[src/rtl/alu_operand_sequencer_if.sv]
// Operand-sequencer bus: load/abort/handshake inputs and the registered
// operand set, status and counters presented to the downstream ALU stage.
//   Data    [3:0] operand / function value, static while Load is high
//   Load          raw load request (asynchronous to the sequencer clock)
//   Abort         synchronous cancel of the current sequence
//   OpReady       downstream stage accepts the operand set
//   A, B    [3:0] operands
//   Func    [2:0] ALU function select
//   OpValid       operand set complete and stable
//   Err           sticky illegal-function flag
//   State   [1:0] current sequencer state
//   OpCount [7:0] operand sets accepted downstream (wraps)
interface alu_operand_sequencer_if;
  logic [3:0] Data;
  logic       Load;
  logic       Abort;
  logic       OpReady;
  logic [3:0] A;
  logic [3:0] B;
  logic [2:0] Func;
  logic       OpValid;
  logic       Err;
  logic [1:0] State;
  logic [7:0] OpCount;

  // Sequencer side
  modport slave (
    input  Data, Load, Abort, OpReady,
    output A, B, Func, OpValid, Err, State, OpCount
  );

  // Producer / consumer side
  modport master (
    output Data, Load, Abort, OpReady,
    input  A, B, Func, OpValid, Err, State, OpCount
  );
endinterface

[src/rtl/alu_operand_sequencer.sv]
// Collects operand A, operand B and a function code from successive Load
// requests on a shared 4-bit Data bus, then presents the complete set to the
// downstream ALU stage until it is accepted with OpReady.
//   Clock   system clock, rising edge
//   Resetn  asynchronous active-low reset
//   bus     alu_operand_sequencer_if.slave (see interface for signal list)
// Parameter FUNC_MAX: highest legal function code.
module alu_operand_sequencer #(
  parameter int unsigned FUNC_MAX = 5
) (
  input  logic                    Clock,
  input  logic                    Resetn,
  alu_operand_sequencer_if.slave  bus
);

  localparam int unsigned DATA_W  = 4;
  localparam int unsigned FUNC_W  = 3;
  localparam int unsigned CNT_W   = 8;
  localparam int unsigned STATE_W = 2;

  typedef enum logic [STATE_W-1:0] {
    S_A     = 2'd0,
    S_B     = 2'd1,
    S_F     = 2'd2,
    S_ISSUE = 2'd3
  } state_e;

  state_e              state_q, state_d;
  logic                s1_q, s2_q, s3_q;
  logic                load_pulse;
  logic                func_legal;
  logic [DATA_W-1:0]   a_q, a_d;
  logic [DATA_W-1:0]   b_q, b_d;
  logic [FUNC_W-1:0]   func_q, func_d;
  logic                err_q, err_d;
  logic [CNT_W-1:0]    cnt_q, cnt_d;
  logic                opvalid_q;

  // Load synchronizer plus edge-detect flop; s3 resets low so a Load held
  // across reset release still yields exactly one pulse.
  always_ff @(posedge Clock or negedge Resetn) begin
    if (!Resetn) begin
      s1_q <= 1'b0;
      s2_q <= 1'b0;
      s3_q <= 1'b0;
    end else begin
      s1_q <= bus.Load;
      s2_q <= s1_q;
      s3_q <= s2_q;
    end
  end

  assign load_pulse = s2_q & ~s3_q;

  // Function code is legal only with the top bit clear and within range.
  assign func_legal = ~bus.Data[3] &&
                      (32'(bus.Data[FUNC_W-1:0]) <= FUNC_MAX);

  // State register
  always_ff @(posedge Clock or negedge Resetn) begin
    if (!Resetn) begin
      state_q <= S_A;
    end else begin
      state_q <= state_d;
    end
  end

  // Next-state logic; Abort overrides any load pulse or handshake.
  always_comb begin
    state_d = state_q;
    if (bus.Abort) begin
      state_d = S_A;
    end else begin
      case (state_q)
        S_A:     if (load_pulse)               state_d = S_B;
        S_B:     if (load_pulse)               state_d = S_F;
        S_F:     if (load_pulse && func_legal) state_d = S_ISSUE;
        S_ISSUE: if (bus.OpReady)              state_d = S_A;
        default:                               state_d = S_A;
      endcase
    end
  end

  // Datapath next values; registers only move on the state that owns them,
  // so the operand set is frozen while it is being issued.
  always_comb begin
    a_d    = a_q;
    b_d    = b_q;
    func_d = func_q;
    err_d  = err_q;
    cnt_d  = cnt_q;
    if (!bus.Abort) begin
      case (state_q)
        S_A: if (load_pulse) a_d = bus.Data;
        S_B: if (load_pulse) b_d = bus.Data;
        S_F: begin
          if (load_pulse) begin
            if (func_legal) begin
              func_d = bus.Data[FUNC_W-1:0];
              err_d  = 1'b0;
            end else begin
              err_d  = 1'b1;
            end
          end
        end
        S_ISSUE: if (bus.OpReady) cnt_d = cnt_q + CNT_W'(1);
        default: ;
      endcase
    end
  end

  // Datapath and status registers
  always_ff @(posedge Clock or negedge Resetn) begin
    if (!Resetn) begin
      a_q       <= '0;
      b_q       <= '0;
      func_q    <= '0;
      err_q     <= 1'b0;
      cnt_q     <= '0;
      opvalid_q <= 1'b0;
    end else begin
      a_q       <= a_d;
      b_q       <= b_d;
      func_q    <= func_d;
      err_q     <= err_d;
      cnt_q     <= cnt_d;
      opvalid_q <= (state_d == S_ISSUE);
    end
  end

  assign bus.A       = a_q;
  assign bus.B       = b_q;
  assign bus.Func    = func_q;
  assign bus.Err     = err_q;
  assign bus.OpCount = cnt_q;
  assign bus.OpValid = opvalid_q;
  assign bus.State   = state_q;

endmodule

[src/flat_wrapper.sv]
// flat-port wrapper written by rule: the top's interface ports become plain ports
module alu_operand_sequencer_flat 
#(
  parameter int unsigned FUNC_MAX = 5
)
  (Clock, Resetn, bus_Data, bus_Load, bus_Abort, bus_OpReady, bus_A, bus_B, bus_Func, bus_OpValid, bus_Err, bus_State, bus_OpCount);
  alu_operand_sequencer_if bus_i ();
  input  logic Clock;
  input  logic Resetn;
  input wire logic [$bits(bus_i.Data)-1:0] bus_Data;
  input wire logic [$bits(bus_i.Load)-1:0] bus_Load;
  input wire logic [$bits(bus_i.Abort)-1:0] bus_Abort;
  input wire logic [$bits(bus_i.OpReady)-1:0] bus_OpReady;
  output wire logic [$bits(bus_i.A)-1:0] bus_A;
  output wire logic [$bits(bus_i.B)-1:0] bus_B;
  output wire logic [$bits(bus_i.Func)-1:0] bus_Func;
  output wire logic [$bits(bus_i.OpValid)-1:0] bus_OpValid;
  output wire logic [$bits(bus_i.Err)-1:0] bus_Err;
  output wire logic [$bits(bus_i.State)-1:0] bus_State;
  output wire logic [$bits(bus_i.OpCount)-1:0] bus_OpCount;
  assign bus_i.Data = bus_Data;
  assign bus_i.Load = bus_Load;
  assign bus_i.Abort = bus_Abort;
  assign bus_i.OpReady = bus_OpReady;
  assign bus_A = bus_i.A;
  assign bus_B = bus_i.B;
  assign bus_Func = bus_i.Func;
  assign bus_OpValid = bus_i.OpValid;
  assign bus_Err = bus_i.Err;
  assign bus_State = bus_i.State;
  assign bus_OpCount = bus_i.OpCount;
  alu_operand_sequencer #(.FUNC_MAX(FUNC_MAX)) u_core (.Clock(Clock), .Resetn(Resetn), .bus(bus_i));
endmodule
[config.mk]
export PLATFORM = sky130hd
export DESIGN_NAME = alu_operand_sequencer_flat
export DESIGN_NICKNAME = d
export VERILOG_FILES = /design/src/rtl/alu_operand_sequencer_if.sv /design/src/rtl/alu_operand_sequencer.sv /design/src/flat_wrapper.sv
export SDC_FILE = /design/constraint.sdc
export NUM_CORES = 1
export LEC_CHECK = 0
export ABC_AREA = 0
export CAP_MARGIN = 20
export CORE_ASPECT_RATIO = 0.75
export CORE_MARGIN = 5
export CORE_UTILIZATION = 49
export DETAILED_ROUTE_END_ITERATION = 16
export PLACE_DENSITY = 0.78
export SLEW_MARGIN = 20
export SYNTH_ARGS = -nofsm -noshare
export SYNTH_HDL_FRONTEND = slang
export SYNTH_SLANG_ARGS = --single-unit
[constraint.sdc]
create_clock -name Clock -period 2.91 [get_ports Clock]
set_clock_uncertainty 0.15 [all_clocks]
set_input_delay 0.582 -clock Clock [delete_from_list [all_inputs] [get_ports Clock]]
set_output_delay 0.582 -clock Clock [all_outputs]
set_load 0.02 [all_outputs]
==> metrics, run 1 <==
status=complete, no violations; # IOs=32; unrepaired setup endpoints after global routing=false; R2R setup slack=1.08 ns; FF+latch count, synth=26; GR Util All Layers=16.2%; Synth warnings=0; Max stage delay on crit path=0.69 ns; Slowest-stage cell, CP=clkdlybuf4s50_1; final setup fails=0; Cell variety after synth=26; DP Area=1430 um2; syn_area_per_cell=13.3 um2; most common cell after layout, fill and taps aside=clkdlybuf4s50_1; DRT Pass-1 Iters=4; Gates resized, CTS repair=0; Post-synth ARST share=100%; setup ws final=0.534 ns; Die Y=50.9 um; via-per-instance ratio=5.35; Hold Vio Cnt, Final=0; antenna fix cells=0; register area share after synthesis=59.5%; most frequent cells in the layout=clkdlybuf4s50_1 (31), dfrtp_1 (26), mux2_2 (11); CTS tree=yes; routed vias=754; Inst Count DP=137; worst slew pin tran=0.430 ns; Rows=14; number of buffers and inverters on the critical path=1; CP Launch Type=register; initial antenna violation count=0; worst hold path class=reg2reg; Setup TNS Final=0 ns; largest net degree at the start of global routing=27; IO buf count=31; Crit path required time=2.18 ns; min cycle time layout=2.38 ns; CORE AREA=2070 um2; FF-to-FF Start=u_core.bus.State[1]$_DFF_PN0_; Routed Wire Length=2370 um; pins over their slew limit=0; initial drt markers=32; syn nets=92; fin cells=141; vias in the first global route=789; Root Buffer=clkbuf_4; DP Worst Slack=0.646 ns; Clock Sinks=26; critical path's top delay family=buffers and inverters; number of flops mapped to enable cells by yosys=0; gpl congestion=0.796; hold slack=0.216 ns; share of layout cells above drive strength 1=17.1%; Initial Utilization=52.9%; Critical path origin=u_core.bus.State[0]$_DFF_PN0_; cts-stage hold buffer count=0; die width=64.6 um; HP Start=u_core.s1_q$_DFF_PN0_; first-pass GRT wire length=3940 um; Leak=0.659 nW; max_cap viols=0; # DRC=0; antenna-violating nets left=0; Clock Latency Late Sink=0.32 ns; Power Dens Cells=572 nW/um2; Layout area overhead=35.6%; Post-Synthesis Cells=82; HPWL after DPL=1850 um; f_max=421 MHz; Setup Crit Path Kind=reg2out; Crit. End Element=primary output; H-tree levels=1; DIE AREA=3290 um2; VDD IR max=0.000415 V; routed len/inst=16.8 um; final instance area=1480 um2; clock slew at reported path FFs=0.14 ns; total CTS buffers=3; clock tree buffer depth=2; total power=849 uW; CP Data Arrival Time=1.64 ns; fin nets=128; cells along the critical path=clkdlybuf4s50_1; final period utilization=81.6%; synthesized area=1090 um2; Main synth FF type=dfrtp_1; CP max FO=10; relative slew slack=71.3%; Overflow after GRT=0; postcts setup bufs=0; fin util=71.7%
[routing by layer]
metal  routed length, um  part of all wire [%]  vias to the layer above  global-route usage (%)
met1                1080                    45                      376                    19.5
met4                  27                   1.1                        0                    5.26
met5                   0                     0                        -                       0
met2                1160                    49                       15                    27.6
met3                 109                   4.6                        4                    5.70
li1                    -                     -                      359                       -
[area by class of cell]
type | count | area (um2)
Multi-Input combinational cell | 53 | 424
Sequential cell | 26 | 651
Clock buffer | 3 | 22.5
Clock inverter | 1 | 30.0
Timing Repair Buffer | 32 | 318
Fill cell | 173 | 584
Inverter | 2 | 7.51
Tap cell | 24 | 30.0
[Yosys cell counts, types with 2 or more instances]
library cell / n / area share (%)
dfrtp_1: 26 / 59
mux2_2: 11 / 11
nand2_1: 8 / 2.7
xnor2_1: 4 / 3.2
a21oi_1: 3 / 1.4
nand3_1: 3 / 1.4
nor3_1: 3 / 1.4
xor2_1: 3 / 2.4
inv_1: 2 / 0.69
nor2_1: 2 / 0.69
nor3b_1: 2 / 1.4
[flip-flops by register name (all words and copies together) (netlist names)]
signal	flops
u_core.s3_q	1
u_core.s1_q	1
u_core.bus.State	2
u_core.bus.A	4
u_core.bus.Err	1
u_core.bus.B	4
u_core.bus.Func	3
u_core.bus.OpCount	8
u_core.s2_q	1
u_core.bus.OpValid	1
[worst paths after layout]
path	to	cells after the start
max reg2reg	u_core.bus.A[2]$_DFFE_PN0P_	3
min reg2reg	u_core.s2_q$_DFF_PN0_	0
min in group asynchronous	u_core.bus.B[2]$_DFFE_PN0P_	2
max in group asynchronous	u_core.bus.B[3]$_DFFE_PN0P_	2
min	u_core.s2_q$_DFF_PN0_	0
max	bus_State[0]	1
[where the power goes]
part | leakage, nW | internal [mW] | switching, mW
Clock | 0.0279 | 0.139 | 0.107
Combinational | 0.296 | 0.0965 | 0.0846
Sequential | 0.335 | 0.397 | 0.0244
Total | 0.659 | 0.632 | 0.216
[kinds of logic (layout without fill, tap and decap cells)]
kind of cell / Yosys count / after routing / synth area share, %
and+or+nand+nor: 28 / 28 / 17.5
DFF: 26 / 26 / 59.5
muxes: 11 / 11 / 11.3
xor gates and xnor gates: 7 / 7 / 5.61
AOI/OAI and AO/OA: 6 / 6 / 3.20
buffers and inverters: 3 / 38 / 1.72
adders and majority gates: 1 / 1 / 1.14
No activity file was read; power rests on OpenSTA's default activity.
==> inputs of run 2 (changes only) <==
--- a/config.mk
+++ b/config.mk
@@ -9,9 +9,9 @@
 export CAP_MARGIN = 20
 export CORE_ASPECT_RATIO = 0.75
 export CORE_MARGIN = 5
-export CORE_UTILIZATION = 49
+export CORE_UTILIZATION = 41
 export DETAILED_ROUTE_END_ITERATION = 16
-export PLACE_DENSITY = 0.78
+export PLACE_DENSITY = 0.7
 export SLEW_MARGIN = 20
 export SYNTH_ARGS = -nofsm -noshare
 export SYNTH_HDL_FRONTEND = slang
==> constraint.sdc (replaced) <==
create_clock -name Clock -period 2.1 [get_ports Clock]
set_clock_uncertainty 0.15 [all_clocks]
set_input_delay 0.42 -clock Clock [delete_from_list [all_inputs] [get_ports Clock]]
set_output_delay 0.42 -clock Clock [all_outputs]
set_load 0.02 [all_outputs]
==> metrics, run 2 (synthesized netlist as in run 1, its figures left out) <==
CP max FO=9; Hold Vio Cnt, Final=0; Gates resized, CTS repair=1; postcts setup bufs=0; routed vias=749; Routed Wire Length=2090 um; Setup TNS Final=0 ns; Clock Sinks=26; # DRC=0; CP Data Arrival Time=1.44 ns; relative slew slack=79.3%; via-per-instance ratio=4.77; CTS tree=yes; register area=652 um2; Root Buffer=clkbuf_4; WHS Path Cells=0; pins over their slew limit=0; Leak=0.677 nW; initial antenna violation count=0; fin cells=157; final setup fails=0; switch share=24.6%; DIE AREA=3810 um2; clock tree buffer depth=2; final instance area=1530 um2; antenna fix cells=0; share of layout cells above drive strength 1=20.7%; min cycle time layout=2.01 ns; Crit path required time=1.53 ns; Fillers=217; sequential fraction of design power=49.3%; antenna-violating nets left=0; max_cap viols=0; number of buffers and inverters on the critical path=1; Rows=16; Initial Utilization=42.3%; final period utilization=95.6%; largest net degree at the start of global routing=27; routed len/inst=13.3 um; WP depth=1; clock slew at reported path FFs=0.13 ns; # IOs=32; HPWL after DPL=1660 um; Layout area overhead=39.8%; die width=69.6 um; most common cell after layout, fill and taps aside=clkdlybuf4s50_1; critical path's top delay family=buffers and inverters; initial drt markers=36; status=complete, no violations; Crit. End Element=primary output; Die Y=54.7 um; DP Area=1480 um2; fin util=59.2%; most frequent cells in the layout=clkdlybuf4s50_1 (31), dfrtp_1 (25), mux2_2 (11); Power Dens Cells=765 nW/um2; Slowest-stage cell, CP=clkdlybuf4s50_1; Clock Latency Late Sink=0.31 ns; Setup Crit Path Kind=reg2out; H-tree levels=1; cells along the critical path=clkdlybuf4s50_1; fin nets=132; unrepaired setup endpoints after global routing=false; total CTS buffers=3; f_max=498 MHz; Max stage delay on crit path=0.63 ns; worst slew pin tran=0.311 ns; worst hold path class=reg2reg; gpl congestion=0.794; CORE AREA=2580 um2; CP Launch Type=register; Inst Count DP=153; cts-stage hold buffer count=0; Overflow after GRT=0; Psw=288 uW; IO buf count=31; R2R depth=3; internal power=882 uW; max FFs per register=8; Clock power frac=28.4%; vias in the first global route=730; VDD IR max=0.000556 V; combinational share of power=22.2%; GR Util All Layers=12.1%; DRT Pass-1 Iters=4; area of the multi-input gates=424 um2; first-pass GRT wire length=3480 um
==> run 2: changes by cell type in the layout (fill, tap and decap cells not counted), sizes merged <==
cell	change
buf	+4
==> run 2: final timing paths <==
path / from / slack (ns) / endpoint
max in group asynchronous: Resetn / 1.24 / u_core.bus.State[1]$_DFF_PN0_
hold / removal: u_core.s1_q$_DFF_PN0_ / 0.21 / u_core.s2_q$_DFF_PN0_
setup / recovery: u_core.bus.State[1]$_DFF_PN0_ / 0.09 / bus_State[1]
min in group asynchronous: Resetn / 0.31 / u_core.bus.B[3]$_DFFE_PN0P_
setup reg to reg: u_core.bus.State[1]$_DFF_PN0_ / 0.34 / u_core.bus.A[1]$_DFFE_PN0P_
hold reg to reg: u_core.s1_q$_DFF_PN0_ / 0.21 / u_core.s2_q$_DFF_PN0_
==> run 2: stage by stage <==
stage	hold WS, ns	setup slack [ns]	power, mW
4_1_cts	0.218	0.0767	1.19
3_3_place_gp	0.182	0.148	0.847
2_1_floorplan	-0.0256	0.350	0.705
5_1_grt	0.232	0.0369	1.22
3_5_place_dp	0.187	0.124	0.851
6_report	0.215	0.0922	1.17
==> run 2: routing by layer <==
metal  part of all wire (%)  routed length (um)  track usage, %  up-vias
met3                    3.4                  72            4.04        2
met4                    1.1                  23            3.82        0
met5                      0                   0               0        -
li1                       -                   -               -      370
met1                     46                 956            15.1      365
met2                     50                1040            20.4       12
==> run 2: layout make-up <==
class                   count  share of cell area (%)
repair buffers             36                    22.7
clock buffers               3                    1.47
clock inverters             1                    1.96
inverters                   2                   0.491
well taps                  36                    2.95
multi-input cells          53                    27.7
flip-flops and latches     26                    42.6
==> run 2: power groups by stage <==
| stage | combinational [mW] | sequential (mW) | clock, mW |
|---|---|---|---|
| 6_report | 0.260 | 0.577 | 0.333 |
| 5_1_grt | 0.276 | 0.585 | 0.364 |
| 4_1_cts | 0.264 | 0.578 | 0.342 |
| 3_5_place_dp | 0.263 | 0.588 | 0 |
| 3_3_place_gp | 0.260 | 0.587 | 0 |
| 2_1_floorplan | 0.0612 | 0.644 | 0 |
